==> src/rtl/display_scan_scheduler_if.sv <==
// rtl/display_scan_scheduler_if.sv - requester bus between value sources and the display scheduler
//
// Purpose: groups the two requester request/value pairs and their grants.
// Signals:
//   req_a, val_a[15:0] : requester A (OTP code, priority source)
//   req_b, val_b[15:0] : requester B (countdown/status value)
//   grant_a, grant_b   : current display owner, never both high
// Modports:
//   master : requester side (drives requests/values, observes grants)
//   slave  : scheduler side (observes requests/values, drives grants)
interface display_scan_scheduler_if;
  logic        req_a;
  logic [15:0] val_a;
  logic        req_b;
  logic [15:0] val_b;
  logic        grant_a;
  logic        grant_b;

  modport master (
    output req_a, val_a, req_b, val_b,
    input  grant_a, grant_b
  );

  modport slave (
    input  req_a, val_a, req_b, val_b,
    output grant_a, grant_b
  );
endinterface

==> src/rtl/display_scan_scheduler.sv <==
// rtl/display_scan_scheduler.sv - two-source arbiter, double-dabble converter and 5-digit scan driver
//
// Purpose: grants the shared 5-digit BCD display to requester A (priority) or B,
// converts the granted 16-bit value to BCD one bit per clock and scans the
// digits onto a single digit bus with a one-hot select.
// Ports:
//   clk        : system clock, rising edge
//   rst_n      : asynchronous active-low reset
//   enable     : 0 forces digit_bcd to blank (4'hF)
//   req_if     : requester bus (slave side), requests/values in, grants out
//   digit_sel  : one-hot digit select, bit0 = D1 (least significant)
//   digit_bcd  : BCD code of the selected digit, 4'hF = blank
//   busy       : high while a conversion (LOAD + 16 shifts) is in flight
module display_scan_scheduler #(
  parameter int SCAN_DIV   = 1000,
  parameter int HOLD_SCANS = 8
) (
  input  logic                    clk,
  input  logic                    rst_n,
  input  logic                    enable,
  display_scan_scheduler_if.slave req_if,
  output logic [4:0]              digit_sel,
  output logic [3:0]              digit_bcd,
  output logic                    busy
);

  localparam int SCW = (SCAN_DIV > 1) ? $clog2(SCAN_DIV) : 1;
  localparam int HW  = $clog2(HOLD_SCANS + 1);
  localparam logic [SCW-1:0] SCAN_LAST = SCW'(SCAN_DIV - 1);
  localparam logic [SCW-1:0] SCAN_ONE  = SCW'(1);
  localparam logic [HW-1:0]  HOLD_MAX  = HW'(HOLD_SCANS);
  localparam logic [HW-1:0]  HOLD_ONE  = HW'(1);

  typedef enum logic [1:0] {
    S_IDLE,
    S_LOAD,
    S_CONVERT,
    S_DISPLAY
  } state_e;

  state_e          state_q;
  logic            grant_a_q;
  logic            grant_b_q;
  logic            busy_q;
  logic [15:0]     val_q;
  logic [35:0]     shift_q;
  logic [3:0]      bit_cnt_q;
  logic [19:0]     buf_q;
  logic [SCW-1:0]  scan_cnt_q;
  logic [4:0]      digit_sel_q;
  logic [HW-1:0]   hold_q;

  logic            scan_tick;
  logic            scan_wrap;
  logic [35:0]     shift_d;
  logic [HW-1:0]   hold_d;
  logic            arb_to_a;
  logic            arb_to_b;
  logic            arb_switch;
  logic [3:0]      nib_sel;

  assign scan_tick = (scan_cnt_q == SCAN_LAST);
  assign scan_wrap = scan_tick & digit_sel_q[4];

  // One double-dabble step: correct every BCD nibble >= 5, then shift left.
  always_comb begin
    shift_d = shift_q;
    for (int i = 0; i < 5; i++) begin
      if (shift_q[16 + 4*i +: 4] >= 4'd5) begin
        shift_d[16 + 4*i +: 4] = shift_q[16 + 4*i +: 4] + 4'd3;
      end
    end
    shift_d = shift_d << 1;
  end

  // Hold count as it will be after this wrap (saturating).
  assign hold_d = (hold_q == HOLD_MAX) ? hold_q : hold_q + HOLD_ONE;

  // Wrap-time arbitration; A is never preempted, B yields to A only after the hold period.
  always_comb begin
    arb_to_a = 1'b0;
    arb_to_b = 1'b0;
    if (grant_a_q) begin
      if (req_if.req_a)      arb_to_a = 1'b1;
      else if (req_if.req_b) arb_to_b = 1'b1;
    end else begin
      if (!req_if.req_b)                          arb_to_a = req_if.req_a;
      else if (req_if.req_a && hold_d == HOLD_MAX) arb_to_a = 1'b1;
      else                                        arb_to_b = 1'b1;
    end
  end

  assign arb_switch = (arb_to_a & ~grant_a_q) | (arb_to_b & ~grant_b_q);

  // Digit scan runs in every state, independent of conversion.
  always_ff @(posedge clk or negedge rst_n) begin
    if (!rst_n) begin
      scan_cnt_q  <= '0;
      digit_sel_q <= 5'b00001;
    end else if (scan_tick) begin
      scan_cnt_q  <= '0;
      digit_sel_q <= {digit_sel_q[3:0], digit_sel_q[4]};
    end else begin
      scan_cnt_q  <= scan_cnt_q + SCAN_ONE;
    end
  end

  always_ff @(posedge clk or negedge rst_n) begin
    if (!rst_n) begin
      state_q   <= S_IDLE;
      grant_a_q <= 1'b0;
      grant_b_q <= 1'b0;
      busy_q    <= 1'b0;
      val_q     <= '0;
      shift_q   <= '0;
      bit_cnt_q <= '0;
      buf_q     <= 20'hFFFFF;
      hold_q    <= '0;
    end else begin
      // Wraps that land mid-conversion still count toward the hold period,
      // but arbitration waits for the next wrap seen in DISPLAY.
      if (scan_wrap && (state_q inside {S_LOAD, S_CONVERT})) begin
        hold_q <= hold_d;
      end
      case (state_q)
        S_IDLE: begin
          if (req_if.req_a || req_if.req_b) begin
            grant_a_q <= req_if.req_a;
            grant_b_q <= ~req_if.req_a;
            val_q     <= req_if.req_a ? req_if.val_a : req_if.val_b;
            hold_q    <= '0;
            busy_q    <= 1'b1;
            state_q   <= S_LOAD;
          end
        end
        S_LOAD: begin
          shift_q   <= {20'b0, val_q};
          bit_cnt_q <= '0;
          state_q   <= S_CONVERT;
        end
        S_CONVERT: begin
          shift_q   <= shift_d;
          bit_cnt_q <= bit_cnt_q + 4'd1;
          if (bit_cnt_q == 4'd15) begin
            buf_q   <= shift_d[35:16];
            busy_q  <= 1'b0;
            state_q <= S_DISPLAY;
          end
        end
        S_DISPLAY: begin
          if (scan_wrap) begin
            if (arb_to_a || arb_to_b) begin
              grant_a_q <= arb_to_a;
              grant_b_q <= arb_to_b;
              val_q     <= arb_to_a ? req_if.val_a : req_if.val_b;
              hold_q    <= arb_switch ? '0 : hold_d;
              busy_q    <= 1'b1;
              state_q   <= S_LOAD;
            end else begin
              grant_a_q <= 1'b0;
              grant_b_q <= 1'b0;
              hold_q    <= '0;
              buf_q     <= 20'hFFFFF;
              state_q   <= S_IDLE;
            end
          end
        end
        default: state_q <= S_IDLE;
      endcase
    end
  end

  always_comb begin
    nib_sel = 4'hF;
    for (int i = 0; i < 5; i++) begin
      if (digit_sel_q[i]) nib_sel = buf_q[4*i +: 4];
    end
  end

  assign digit_bcd      = enable ? nib_sel : 4'hF;
  assign digit_sel      = digit_sel_q;
  assign busy           = busy_q;
  assign req_if.grant_a = grant_a_q;
  assign req_if.grant_b = grant_b_q;

endmodule

==> src/flat_wrapper.sv <==
// flat-port wrapper written by rule: the top's interface ports become plain ports
module display_scan_scheduler_flat 
#(
  parameter int SCAN_DIV   = 1000,
  parameter int HOLD_SCANS = 8
)
  (clk, rst_n, enable, digit_sel, digit_bcd, busy, req_if_req_a, req_if_val_a, req_if_req_b, req_if_val_b, req_if_grant_a, req_if_grant_b);
  display_scan_scheduler_if req_if_i ();
  input  logic clk;
  input  logic rst_n;
  input  logic enable;
  output logic [4:0] digit_sel;
  output logic [3:0] digit_bcd;
  output logic busy;
  input wire logic [$bits(req_if_i.req_a)-1:0] req_if_req_a;
  input wire logic [$bits(req_if_i.val_a)-1:0] req_if_val_a;
  input wire logic [$bits(req_if_i.req_b)-1:0] req_if_req_b;
  input wire logic [$bits(req_if_i.val_b)-1:0] req_if_val_b;
  output wire logic [$bits(req_if_i.grant_a)-1:0] req_if_grant_a;
  output wire logic [$bits(req_if_i.grant_b)-1:0] req_if_grant_b;
  assign req_if_i.req_a = req_if_req_a;
  assign req_if_i.val_a = req_if_val_a;
  assign req_if_i.req_b = req_if_req_b;
  assign req_if_i.val_b = req_if_val_b;
  assign req_if_grant_a = req_if_i.grant_a;
  assign req_if_grant_b = req_if_i.grant_b;
  display_scan_scheduler #(.SCAN_DIV(SCAN_DIV), .HOLD_SCANS(HOLD_SCANS)) u_core (.clk(clk), .rst_n(rst_n), .enable(enable), .req_if(req_if_i), .digit_sel(digit_sel), .digit_bcd(digit_bcd), .busy(busy));
endmodule
==> config.mk <==
export PLATFORM = sky130hd
export DESIGN_NAME = display_scan_scheduler_flat
export DESIGN_NICKNAME = d
export VERILOG_FILES = /design/src/rtl/display_scan_scheduler_if.sv /design/src/rtl/display_scan_scheduler.sv /design/src/flat_wrapper.sv
export SDC_FILE = /design/constraint.sdc
export NUM_CORES = 1
export LEC_CHECK = 0
export CORE_MARGIN = 8
export CORE_UTILIZATION = 62
export DETAILED_ROUTE_END_ITERATION = 6
export MAX_ROUTING_LAYER = met4
export PLACE_DENSITY = 0.85
export SETUP_SLACK_MARGIN = 0.5
export SLEW_MARGIN = 40
export SYNTH_ARGS = -nofsm -noshare
export SYNTH_HDL_FRONTEND = slang
export SYNTH_SLANG_ARGS = --single-unit
==> constraint.sdc <==
create_clock -name clk -period 5.9 [get_ports clk]
set_clock_uncertainty 0.05 [all_clocks]
set_input_delay 0.59 -clock clk [delete_from_list [all_inputs] [get_ports clk]]
set_output_delay 0.59 -clock clk [all_outputs]
set_load 0.02 [all_outputs]
==> impl_metrics.yaml <==
placed_design:
  gp_congestion: 0.8235
  dp_hpwl_um: 7884
  post-place-ws_ns: 3.121
  port_buffers: 48
die:
  die_w_um: 108.8
  die_y_um: 108.8
  rows: 34
  dieArea_sq_um: 11830
  core_area_sq_um: 8551
  io_pins: 49
  start_util_pct: 62.42
clock_tree:
  postCtsHoldBufs: 0
  post_cts.repair.setup_buffers: 0
  cts_root_buf: "clkbuf_8"
  worstSkewPairLatency_ns: 0.37
  cts_resized: 0
  clock-sinks: 100
  path_clk_slew_ns: 0.10
  cts_buffers: 9
  cts_buffer_depth: 2
  htree_levels: 3
  cts_tree: "built"
global_route:
  grt_pass1_wl_um: 19040
  track_usage_pct: 20.65
  antenna_found_initial: 0
  grt_max_degree: 65
  grt_pass1_vias: 4098
  grt_overflow: 0
logic_synthesis:
  yosys.area.top_type_share_pct: 37.04
  ys_warn_count: 0
  synth_area_sq_um: 5338
  synth_async_sr_flop_share_pct: 100.0
  yosys-top-cells-count: "dfrtp_1 (79), a21oi_1 (48), nor2_1 (48)"
  synth_edf_count: 0
  synth_cells: 527
  syn-num-nets: 582
  yosysMostFrequentCell: "dfrtp_1"
  synth_seq_cells: 100
  syn_avg_cell_area_sq_um: 10.13
  synth_top_area_cell: "dfrtp_1"
  synth_seq_area_share_pct: 47.37
  ys_types: 52
  ys.flop_type: "dfrtp_1"
  synth_area_leaders: "dfrtp_1 (37%), dfstp_2 (10%), mux2i_1 (6.9%)"
timing:
  post-route-period-util_pct: 50.87
  relSlewSlack_pct: 49.46
  setup_violations: 0
  hold_viol: 0
  period_needed_ns: 3.001
  tightestPinTransition_ns: 0.7565
  drv_slew: 0
  fin_setup_tns_ns: 0
  max_freq_mhz: 333.2
  rsz0062_at_grt: "false"
  setup_ws_ns: 2.899
route:
  routed_wl_um: 11240
  drt-initial-drc-count: 245
  route.detailed.drc: 0
  vias: 4052
  antenna_left: 0
  routedWlPerCell_um: 16.60
  dr.pass1.iters: 5
  vias_per_cell: 5.985
finish:
  multiInputGateArea_sq_um: 2556
  drive_gt1_share_pct: 14.59
  n_antenna_cell: 0
  area_growth_pct: 13.55
  nets: 619
  regArea_sq_um: 2529
  fillers: 585
critical_path:
  cp-startpoint: "u_core.digit_sel[1]"
  critPathLaunchType: "register"
  path_max_fanout: 6
  crit_required_ns: 5.26
  end_kind: "output port"
  critPathArrivalTime_ns: 2.36
  path_class: "reg -> out"
  rr_startpoint: "u_core.hold_q[0]"
status:
  status: "completed"
power:
  p_int_uw: 1291
  p_sw_uw: 614.5
  clkPwrFrac_pct: 22.2
  p_seq_share_pct: 49.6
  ir_drop_uv: 191.2
  p_leak_uw: 0.002618
  comb_power_share_pct: 28.2
  powerDensity_nw_per_um2: 314.3
  p_sw_share_pct: 32.26
flow_run:
  drv_cap: 0
min_path:
  worstHoldPathType: "in -> async"
power by group through the flow:
stage	Combinational (uW)	Sequential [uW]	Clock, uW
after floorplan	409	927	0
after global placement	493	946	0
after detailed placement	529	955	0
after CTS	537	943	423
after global routing	592	964	452
final	538	945	422
metrics by stage:
step                      utilization, %  instances  power (uW)  area, sq um  hold WS (ns)
after floorplan                        -        527        1336         5338        0.2444
after global placement             68.51        661        1439         5858        0.4155
after detailed placement           68.66        661        1484         5871        0.4234
after CTS                          70.84        677        1903         6057        0.1251
after global routing               70.88        677        2008         6061        0.1421
final                              70.88        677        1905         6061        0.1106
worst max-delay path, stage by stage (launching register included):
cell,delay (ns)
dfrtp_1,0.45
inv_1,0.16
o21a_1,0.15
a21oi_1,0.05
o21ai_0,0.22
mux2i_1,0.10
o211ai_1,0.21
clkdlybuf4s50_1,0.64
layout by cell type (no fill, tap or decap), types with 3 or more instances in the layout:
cell type        Yosys  routed
a21oi_1             48      48
a2bb2oi_2           19      19
a31oi_1              3       3
and3_1               9       9
buf_4                0       4
clkbuf_8             0      11
clkdlybuf4s50_1      0      47
clkinvlp_4           0       3
dfrtp_1             79      79
dfstp_2             21      21
ha_1                18      17
inv_1               38      38
mux2_2              11      11
mux2i_1             37      37
nand2_1             29      29
nand2b_1             9       9
nand3_1             13      13
nor2_1              48      48
nor2b_1              4       4
nor3_1               6       6
o211ai_1             6       6
o21ai_0             36      36
o21ai_1              8       8
o22ai_1             17      17
xnor2_1              8       8
xor2_1               5       5
kinds of logic (layout without fill, tap and decap cells):
kind of cell / Yosys count / count (layout) / synth area share (%)
compound gates: 153 / 153 / 20.11
xor+xnor: 13 / 13 / 2.133
buf+inv: 64 / 106 / 5.016
flops: 100 / 100 / 47.37
simple gates: 130 / 130 / 11.67
mux: 49 / 49 / 9.470
fa+ha+maj: 18 / 18 / 4.219
layout make-up:
class | instances | share of cell area (%)
repair buffers | 52 | 8.443
clock inverters | 4 | 0.5161
well taps | 108 | 2.230
inverters | 38 | 2.353
multi-input cells | 363 | 42.18
flip-flops and latches | 100 | 41.72
clock buffers | 12 | 2.560
registers in the layout, summed over array words and instances (netlist names):
register,count
u_core.state_q,2
u_core.req_if.grant_b,1
u_core.bit_cnt_q,4
u_core.shift_q,36
u_core.val_q,16
u_core.buf_q,20
u_core.req_if.grant_a,1
u_core.digit_sel,5
u_core.scan_cnt_q,10
u_core.hold_q,4
u_core.busy,1
path summary, 6_finish.rpt:
kind | endpoint | slack (ns) | depth (start not counted)
hold / removal | u_core.digit_sel[2] | 0.11 | 1
max in group asynchronous | u_core.buf_q[0] | 4.75 | 2
setup reg to reg | u_core.buf_q[0] | 3.26 | 9
min in group clk | u_core.scan_cnt_q[9] | 0.43 | 1
hold reg to reg | u_core.scan_cnt_q[9] | 0.43 | 1
setup / recovery | digit_bcd[2] | 2.90 | 7
metal layers:
metal  share of wire, %  up-vias  global-route usage (%)
li1                   -     1943                       -
met2                 52      102                   34.26
met3                4.0       14                   3.546
met1                 43     1993                   25.34
met4                1.0        0                   6.158
met5                  0        -                       -
Power figures use the tool's default switching activity.
